==> src/rtl/sampler_ctrl.sv <==
// Capture controller for a memory-backed sampler: optional start delay, sampler
// reset, fixed-length fill, then host-paced word readout with a two-cycle gap.
module sampler_ctrl #(
   parameter int FILL_CYCLES = 65536,
   parameter int WORDS       = 4096,
   parameter int DLY_W       = 16
) (
   input  logic                     clk,
   input  logic                     rst,
   input  logic                     start,
   input  logic                     abort,
   input  logic [DLY_W-1:0]         delay,
   input  logic                     rd_req,
   input  logic [15:0]              samp_dout,
   output logic                     busy,
   output logic                     ready,
   output logic                     rd_valid,
   output logic [15:0]              rd_data,
   output logic                     done,
   output logic [$clog2(WORDS):0]   words_left,
   output logic                     samp_rst,
   output logic                     samp_rd
);

   localparam int FILL_W = $clog2(FILL_CYCLES + 1);
   localparam int WL_W   = $clog2(WORDS) + 1;

   typedef enum logic [2:0] {
      S_IDLE,
      S_WAIT,
      S_ARM,
      S_FILL,
      S_READY,
      S_GAP
   } state_t;

   state_t             r_state;
   logic [DLY_W-1:0]   r_dlyCnt;
   logic [FILL_W-1:0]  r_fillCnt;
   logic               r_gapSecond;
   logic               r_busy;
   logic               r_ready;
   logic               r_rdValid;
   logic [15:0]        r_rdData;
   logic               r_done;
   logic [WL_W-1:0]    r_wordsLeft;
   logic               r_sampRst;
   logic               r_sampRd;

   // Outputs are driven from registers that are set on the edge entering the
   // state they describe, so each one reflects the current state exactly.
   always_ff @(posedge clk or posedge rst) begin
      if (rst) begin
         r_state     <= S_IDLE;
         r_dlyCnt    <= '0;
         r_fillCnt   <= '0;
         r_gapSecond <= 1'b0;
         r_busy      <= 1'b0;
         r_ready     <= 1'b0;
         r_rdValid   <= 1'b0;
         r_rdData    <= 16'h0000;
         r_done      <= 1'b0;
         r_wordsLeft <= '0;
         r_sampRst   <= 1'b0;
         r_sampRd    <= 1'b0;
      end else begin
         r_rdValid <= 1'b0;
         r_sampRd  <= 1'b0;
         r_done    <= 1'b0;
         r_sampRst <= 1'b0;

         if (r_state != S_IDLE && abort) begin
            r_state     <= S_IDLE;
            r_busy      <= 1'b0;
            r_ready     <= 1'b0;
            r_wordsLeft <= '0;
            r_dlyCnt    <= '0;
            r_fillCnt   <= '0;
            r_gapSecond <= 1'b0;
         end else begin
            case (r_state)
               S_IDLE: begin
                  if (start && !abort) begin
                     r_busy <= 1'b1;
                     if (delay != '0) begin
                        r_dlyCnt <= delay;
                        r_state  <= S_WAIT;
                     end else begin
                        r_sampRst <= 1'b1;
                        r_state   <= S_ARM;
                     end
                  end
               end
               S_WAIT: begin
                  if (r_dlyCnt == DLY_W'(1)) begin
                     r_dlyCnt  <= '0;
                     r_sampRst <= 1'b1;
                     r_state   <= S_ARM;
                  end else begin
                     r_dlyCnt <= r_dlyCnt - DLY_W'(1);
                  end
               end
               S_ARM: begin
                  r_fillCnt   <= FILL_W'(FILL_CYCLES);
                  r_wordsLeft <= WL_W'(WORDS);
                  r_state     <= S_FILL;
               end
               S_FILL: begin
                  if (r_fillCnt == FILL_W'(1)) begin
                     r_fillCnt <= '0;
                     r_ready   <= 1'b1;
                     r_state   <= S_READY;
                  end else begin
                     r_fillCnt <= r_fillCnt - FILL_W'(1);
                  end
               end
               S_READY: begin
                  if (rd_req) begin
                     r_rdData    <= samp_dout;
                     r_rdValid   <= 1'b1;
                     r_sampRd    <= 1'b1;
                     r_ready     <= 1'b0;
                     r_gapSecond <= 1'b0;
                     if (r_wordsLeft != '0)
                        r_wordsLeft <= r_wordsLeft - WL_W'(1);
                     r_state     <= S_GAP;
                  end
               end
               S_GAP: begin
                  if (!r_gapSecond) begin
                     r_gapSecond <= 1'b1;
                  end else begin
                     r_gapSecond <= 1'b0;
                     if (r_wordsLeft != '0) begin
                        r_ready <= 1'b1;
                        r_state <= S_READY;
                     end else begin
                        r_busy  <= 1'b0;
                        r_done  <= 1'b1;
                        r_state <= S_IDLE;
                     end
                  end
               end
               default: begin
                  r_state <= S_IDLE;
                  r_busy  <= 1'b0;
                  r_ready <= 1'b0;
               end
            endcase
         end
      end
   end

   assign busy       = r_busy;
   assign ready      = r_ready;
   assign rd_valid   = r_rdValid;
   assign rd_data    = r_rdData;
   assign done       = r_done;
   assign words_left = r_wordsLeft;
   assign samp_rst   = r_sampRst;
   assign samp_rd    = r_sampRd;

endmodule
==> config.mk <==
export PLATFORM = sky130hd
export DESIGN_NAME = sampler_ctrl
export DESIGN_NICKNAME = d
export VERILOG_FILES = /design/src/rtl/sampler_ctrl.sv
export SDC_FILE = /design/constraint.sdc
export NUM_CORES = 1
export LEC_CHECK = 0
export CAP_MARGIN = 20
export CORE_ASPECT_RATIO = 1.4
export CORE_MARGIN = 2
export CORE_UTILIZATION = 28
export DETAILED_ROUTE_END_ITERATION = 10
export SLEW_MARGIN = 20
export SYNTH_ARGS = -nofsm -noshare
export SYNTH_HDL_FRONTEND = slang
export SYNTH_SLANG_ARGS = --single-unit
export TNS_END_PERCENT = 50
==> constraint.sdc <==
create_clock -name clk -period 3.1 [get_ports clk]
set_clock_uncertainty 0.05 [all_clocks]
set_input_delay 0.465 -clock clk [delete_from_list [all_inputs] [get_ports clk]]
set_output_delay 0.465 -clock clk [all_outputs]
set_load 0.05 [all_outputs]
== Word-level counts from Yosys, hierarchy flattened ==
Cells that the tools add are included.
Word-level totals
  output and inout port bits: 35
  register bits after elaboration: 71
Cells by class
  multiplexer cells: 47
  bitwise gates (word level): 1
  $add $sub $neg: 3
  equality and inequality tests: 18
  reductions and logical operators: 20
Operator list (count)
  2-to-1 mux 16 bit: 4
  2-to-1 mux 13 bit: 3
  2-to-1 mux 17 bit: 2
  one-hot mux 17 bit (2 select lines): 1
  one-hot mux 16 bit (2 select lines): 1
  inequality test 3 bit (second input constant): 9
  one-hot mux 13 bit (2 select lines): 1
  2-to-1 mux 1 bit: 22
  2-to-1 mux 3 bit: 7
  one-hot mux 3 bit (6 select lines): 1
  equality test 17 x 1 -> 1 bit (second input constant): 1
  subtractor 17 x 1 -> 17 bit (second input constant): 1
  equality test 16 x 1 -> 1 bit (second input constant): 1
  nonzero test 16 bit: 1
  subtractor 16 x 1 -> 16 bit (second input constant): 1
  nonzero test 3 bit: 5
  nonzero test 13 bit: 1
  subtractor 13 x 1 -> 13 bit (second input constant): 1
  AND reduction 5 bit: 2
  AND reduction 3 bit: 3
  equality test 3 x 2 -> 1 bit (second input constant): 2
  equality test 3 bit (second input constant): 2
  inequality test 2 x 1 -> 1 bit (second input constant): 2
  one-hot mux 1 bit (2 select lines): 2
  12 further kinds: 13

== Logic depth before layout (Yosys ltp) ==
Gate-level depths: netlist of run 1.
  word-level depth: 5
  mapped depth: 8
  mapped depth without buffers: 7

== Least setup slack after synthesis of run 1 ==
Ideal clock, no wire load.
  path kind: register to register
  start point: register r_wordsLeft[0] (netlist: words_left[0])
  end point: register r_wordsLeft[6] (netlist: words_left[6])
  path buffers: 1
  data required time: 2916 ps
  stages on the path, launching flop included: 9
  slack: 711 ps
  period minus slack after synthesis: 2389 ps
  arrival time: 2205 ps
  path through: dfrtp_1 > inv_1 > ha_1 > nor4b_1 > a311oi_2 > o21ai_2 > buf_2 > o41ai_1 > a21oi_1
On the way
  cells in the longest elaborated chain, start to end: 5
  elaborated cells between the ends (all ways): 8
  classes of those cells: add/sub (1); eq/ne (1); mux (4); reduce/logical (2)
Ends and longest elaborated chain
  start: declaration: line 46  | logic [WL_W-1:0] r_wordsLeft;
  start signal: assignment: line 105  | r_wordsLeft <= WL_W'(WORDS);
  start signal: assignment: line 125  | r_wordsLeft <= r_wordsLeft - WL_W'(1);
  subtractor 13 x 1 -> 13 bit: line 125
  2-to-1 mux 13 bit: line 124  | if (r_wordsLeft != '0)
  2-to-1 mux 13 bit: line 118  | if (rd_req) begin
  one-hot mux 13 bit (2 select lines): line 81  | case (r_state)
  2-to-1 mux 13 bit: line 72  | if (r_state != S_IDLE && abort) begin
Parallel ways exist; a longest one is shown, timed or not. The select of a mux whose other input is x is not followed.
A chain may end at the register's enable or synchronous reset.

== Worst setup path after layout of run 1 ==
  start point: input port start
  end point: register r_dlyCnt[12]
On the way
  cells in the longest elaborated chain, start to end: 3
Ends and longest elaborated chain
  start: declaration: line 10  | input logic start,
  logical AND 1 bit: line 83  | if (start && !abort) begin
  inequality test 3 bit (no line)
  AND reduction 3 bit (no line)
  end signal: assignment: line 86  | r_dlyCnt <= delay;
  end signal: assignment: line 100  | r_dlyCnt <= r_dlyCnt - DLY_W'(1);
  end: declaration: line 38  | logic [DLY_W-1:0] r_dlyCnt;
Every way passes these cells.

==> out/metrics.cfg, run 1 <==
[run_status]
outcome=finished, final reports clean

[timing]
finalSetupViolCount=0
fin_hold_ws_ns=0.389
fin_crit_ns=2.57
tns_ns=0
worst_pin_slew_ns=1.13
hold_viol_final=0
relSlewSlack_pct=24.4
drv_slew=0
fmax_mhz=390
period_share_pct=82.8
finalWorstSetupSlack_ns=0.534
grt_setup_unrepaired=false

[clock_tree]
clk_path_buf_depth=2
root_buffer=clkbuf_16
cts_setup_buffers=0
cts_buffers=9
postCtsHoldBufs=0
clk_latency_ns=0.33
postCtsResizedCells=0
htree_levels=3
cts_sinks=71
clk_pin_slew_worst_paths_ns=0.06
cts_tree=yes

[placed_design]
dp_hpwl_mm=7.88
placed_cells=720
post-place-ws_ns=0.209
place_area_um2=5050
gp_congestion=0.856
port_buffers=71

[synth]
synthArstFlopShare_pct=100
synth_adder_area_share_pct=2.07
ys_seq_area_share_pct=43.3
synth-compound-area-share_pct=18.6
synth_ff_type=dfrtp_1
synth-seq-cells=71
ys_warn_count=0
synth_cells=470
postSynthNetCount=513
synth_xor_area_share_pct=1.71
synthSimpleGateAreaFrac_pct=28.2
synth_cell_type_count=65
synth_area_um2=4110
synthMuxAreaShare_pct=1.01
synth-edff-count=0
syn_avg_cell_area_um2=8.74
synth_top_family_by_area=simple AND/OR/NAND/NOR gates

[power_and_ir_drop]
power.share.sequential_pct=27.0
finalPower_mw=5.95
p_clk_share_pct=17.9
intPower_mw=3.15
irDropWorstVdd_v=0.000419
swShare_pct=47.0
switching_power_mw=2.80
p_per_area_nw_per_um2=1110
pwr-share-comb_pct=55.1
leakage_nw=2.21

[floorplanning]
start_util_pct=28.6
placementRows=52
coreArea_um2=14400
die_h_um=147
die_w_um=106
die_area_um2=15700
ios=72

[grt]
grt_pass1_wl_mm=18.9
grt_pass1_vias=3878
overflow=0
grt_antenna_before_repair=0
grt_max_degree=55
grtUsageTotal_pct=14.7

[run]
drv_cap=0

[finish]
fin_util_pct=37.2
drive_above_1_share_pct=8.41
final_cells=736
final_cell_area_um2=5350
layout_common_cells=nand2_1 (72), dfrtp_1 (71), clkdlybuf4s50_1 (71)
fillers=1449
final_common_cell=nand2_1
num_antenna_cells=0
seq_area_um2=1780
multi_input_area_um2=2120
fin_nets=585
synthToLayoutAreaGrowth_pct=30.3

[setup_path]
cp_slowest_cell=nor4b_2
crit_chain=clkdlybuf4s50_1 > or3b_2 > nor4b_2 > a22oi_1 > o21ai_1
ff2ff_path_depth=7
setup.worst_path.start_class=primary input
arrival_ns=2.78
crit_path_max_incr_delay_ns=0.93
critPathRequiredTime_ns=3.31
end_kind=register
rrSetupSlack_ns=0.71
path_class=in2reg
cp_max_fo=11

[worst_hold_path]
hold_path_class=in2async

[routing]
wl_mm=11.0
wl_per_cell_um=15.0
vias=3821
drc=0
drt_iter0_drc=221
via_per_inst=5.19
dr.pass1.iters=5
ant_nets=0

[registers in the layout (all words and copies together) (netlist names), 3 cells and up]
signal	count
r_fillCnt	17
r_dlyCnt	16
rd_data	16
words_left	13
r_state	3
[power by group through the flow]
stage / clock network [mW] / registers, mW / logic [mW]
finish: 1.07 / 1.61 / 3.28
global route: 1.13 / 1.67 / 3.60
detailed placement: 0 / 1.61 / 3.26
global placement: 0 / 1.60 / 3.19
CTS: 1.10 / 1.61 / 3.28
floorplan: 0 / 2.04 / 1.93
[critical path: cells and delay by family]
kind,cells,cell delay [ns]
and+or+nand+nor,2,1.42
buffers and inverters,1,0.55
AOI/OAI and AO/OA,2,0.34
[cell type report]
cell class | instances | share of cell area [%]
Tap cell | 189 | 4.42
Timing Repair Buffer | 83 | 15.2
Sequential cell | 71 | 33.2
Clock inverter | 6 | 1.26
Multi-Input combinational cell | 351 | 39.7
Clock buffer | 10 | 4.46
Inverter | 26 | 1.82
[final timing paths]
check / start / end
worst max-delay path: start / r_dlyCnt[12]$_DFFE_PP0P_
worst min-delay path: rst / rd_data[0]$_DFFE_PP0P_
worst max register to register: r_fillCnt[1]$_DFFE_PP0P_ / r_state[0]$_DFFE_PP0P_
worst min register to register: rd_data[9]$_DFFE_PP0P_ / rd_data[9]$_DFFE_PP0P_
max in group asynchronous: rst / r_dlyCnt[4]$_DFFE_PP0P_
min in group clk: rd_data[9]$_DFFE_PP0P_ / rd_data[9]$_DFFE_PP0P_
[cell families (layout without fill, tap and decap cells)]
group,Yosys count,in the layout
compound gates,116,116
mux,4,4
simple gates,216,216
buf+inv,48,125
xor+xnor,8,8
flops,71,71
fa+ha+maj,7,7
[per-layer routing]
layer  GRT usage, %  vias up  wire [um]
li1               -     1850          -
met1           17.2     1862       4600
met2           26.0       89       5780
met3           2.22       20        374
met4           7.50        0        297
met5              0        -          0
[cell usage after synthesis, types with 5 or more instances]
library cell / n / area share [%]
o21ai_0: 22 / 2.7
buf_2: 9 / 1.1
dfrtp_1: 71 / 43
o21ai_1: 8 / 0.97
a22oi_1: 5 / 0.91
ha_1: 6 / 1.8
nor2_1: 41 / 3.7
nor3_1: 16 / 1.9
inv_1: 25 / 2.3
a21oi_1: 33 / 4.0
nor4b_1: 5 / 1.1
o22ai_1: 6 / 0.91
nand2_1: 72 / 6.6
o31ai_1: 6 / 1.1
or3_1: 13 / 2.0
nand2b_1: 6 / 0.91
nor4_1: 15 / 2.3
nand4_1: 5 / 0.76
o21a_1: 5 / 0.91
or4_1: 6 / 1.1
clkbuf_1: 9 / 0.82
Power figures use the tool's default switching activity.
==> inputs of run 2 (changes only) <==
clock period = 2.6 ns   (was 3.1 ns; I/O delays follow)
==> run 2 against run 1 <==
First-iteration DRC count is 15% lower. Non-clock buffer count is 8 higher. Total power is 19% higher. Critical path depth is 3 higher. Combinational power is 21% higher. Worst hold slack worse by 0.015 ns. Highest routed layer unchanged.
==> out/metrics.cfg, run 2 (synthesis results as in run 1) <==
[clock_tree]
htree_levels=3
cts_sinks=71
clk_path_buf_depth=2
cts_setup_buffers=0
root_buffer=clkbuf_16
clk_latency_ns=0.34
postCtsHoldBufs=0
cts_buffers=9
cts_tree=yes
postCtsResizedCells=0
clk_pin_slew_worst_paths_ns=0.06

[timing]
relSlewSlack_pct=53.4
finalSetupViolCount=0
drv_slew=0
hold_viol_final=0
fmax_mhz=430
period_share_pct=89.5
worst_pin_slew_ns=0.697
finalWorstSetupSlack_ns=0.274
fin_crit_ns=2.33
grt_setup_unrepaired=false

[setup_path]
crit_path_max_incr_delay_ns=0.45
critPathTopFamily=compound AO/OA/AOI/OAI gates
critPathRequiredTime_ns=2.76
end_kind=register
crit_chain=inv_1 > ha_1 > nor4b_1 > a311oi_2 > o21ai_2 > buf_4 > or3_1 > a21oi_1
cp_slowest_cell=nor4b_1
arrival_ns=2.49
cp_max_fo=11
path_class=reg2reg
setup.worst_path.start_class=register
rrSetupSlack_ns=0.27
critPathBufInv=2

[power_and_ir_drop]
p_per_area_nw_per_um2=1310
leakage_nw=2.26
irDropWorstVdd_v=0.000452
finalPower_mw=7.11

[floorplanning]
ios=72
die_area_um2=15700
die_h_um=147
coreArea_um2=14400
placementRows=52
die_w_um=106
start_util_pct=28.6

[placed_design]
place_area_um2=5120
placed_cells=728
dp_hpwl_mm=8.15
port_buffers=71
gp_congestion=0.852
post-place-ws_ns=-0.120

[worst_hold_path]
hold_path_class=in2async

[grt]
grt_pass1_wl_mm=18.6
grt_antenna_before_repair=0
grt_pass1_vias=3874
grtUsageTotal_pct=14.7
overflow=0
grt_max_degree=48

[routing]
dr.max_layer_used=met4
vias=3848
wl_per_cell_um=15.1
drt_iter0_drc=188
met3_length_um=438
wl_met2_mm=5.87
drt-met1-wl_mm=4.59
ant_nets=0
drc=0
wl_mm=11.2
dr.pass1.iters=4
via_per_inst=5.17

[finish]
fin_nets=593
layout_common_cells=nand2_1 (72), dfrtp_1 (71), clkdlybuf4s50_1 (71)
fillers=1434
multi_input_area_um2=2130
seq_area_um2=1780
final_common_cell=nand2_1
top_register=r_fillCnt
num_antenna_cells=0
drive_above_1_share_pct=9.73
largest_reg_flops=17
synthToLayoutAreaGrowth_pct=31.7
final_cells=744
final_cell_area_um2=5410

[run_status]
outcome=finished, final reports clean

[run]
drv_cap=0

-- run 2: cell count changes in the layout (fill, tap and decap cells not counted), sizes merged --
cell | before | now
clkinvlp | 2 | 1
clkinv | 3 | 5
buf | 12 | 20
bufinv | 1 | 0
-- run 2: final timing paths --
kind | from | end | cells past startpoint
worst max-delay path | words_left[0]$_DFFE_PP0P_ | words_left[5]$_DFFE_PP0P_ | 8
worst min-delay path | rst | rd_data[12]$_DFFE_PP0P_ | 2
worst max register to register | words_left[0]$_DFFE_PP0P_ | words_left[5]$_DFFE_PP0P_ | 8
worst min register to register | rd_data[6]$_DFFE_PP0P_ | rd_data[6]$_DFFE_PP0P_ | 2
max in group asynchronous | rst | r_dlyCnt[4]$_DFFE_PP0P_ | 3
min in group clk | rd_data[6]$_DFFE_PP0P_ | rd_data[6]$_DFFE_PP0P_ | 2
-- run 2: worst reg2reg max path, delay by kind of cell (launching register included) --
family / cells / cell delay, ns
AOI/OAI and AO/OA: 3 / 0.69
adders and majority gates: 1 / 0.14
buffers and inverters: 2 / 0.33
DFF: 1 / 0.43
and+or+nand+nor: 2 / 0.56
-- run 2: through the flow --
step           hold slack, ns  utilization (%)  TNS (ns)
2_1_floorplan           0.436                -         0
3_3_place_gp            0.410             35.6    -0.202
3_5_place_dp            0.411             35.6    -0.503
4_1_cts                 0.383             37.6         0
5_1_grt                 0.428             37.6         0
6_report                0.373             37.6         0
-- run 2: final cells by class --
class	count	share of cell area [%]
Timing Repair Buffer	91	16.4
Inverter	26	1.80
Tap cell	189	4.37
Multi-Input combinational cell	351	39.4
Sequential cell	71	32.8
Clock inverter	6	0.809
Clock buffer	10	4.42
-- run 2: metal layers --
| metal | vias up | global-route usage (%) |
|---|---|---|
| li1 | 1859 | - |
| met1 | 1874 | 16.4 |
| met2 | 93 | 25.8 |
| met3 | 22 | 3.19 |
| met4 | 0 | 8.16 |
| met5 | - | 0 |
-- run 2: power breakdown --
group	internal (mW)	total (mW)	leakage (nW)	switching, mW
Clock	0.675	1.17	0.139	0.500
Sequential	1.50	1.95	0.943	0.456
Combinational	1.57	3.98	1.18	2.42
Total	3.74	7.11	2.26	3.37
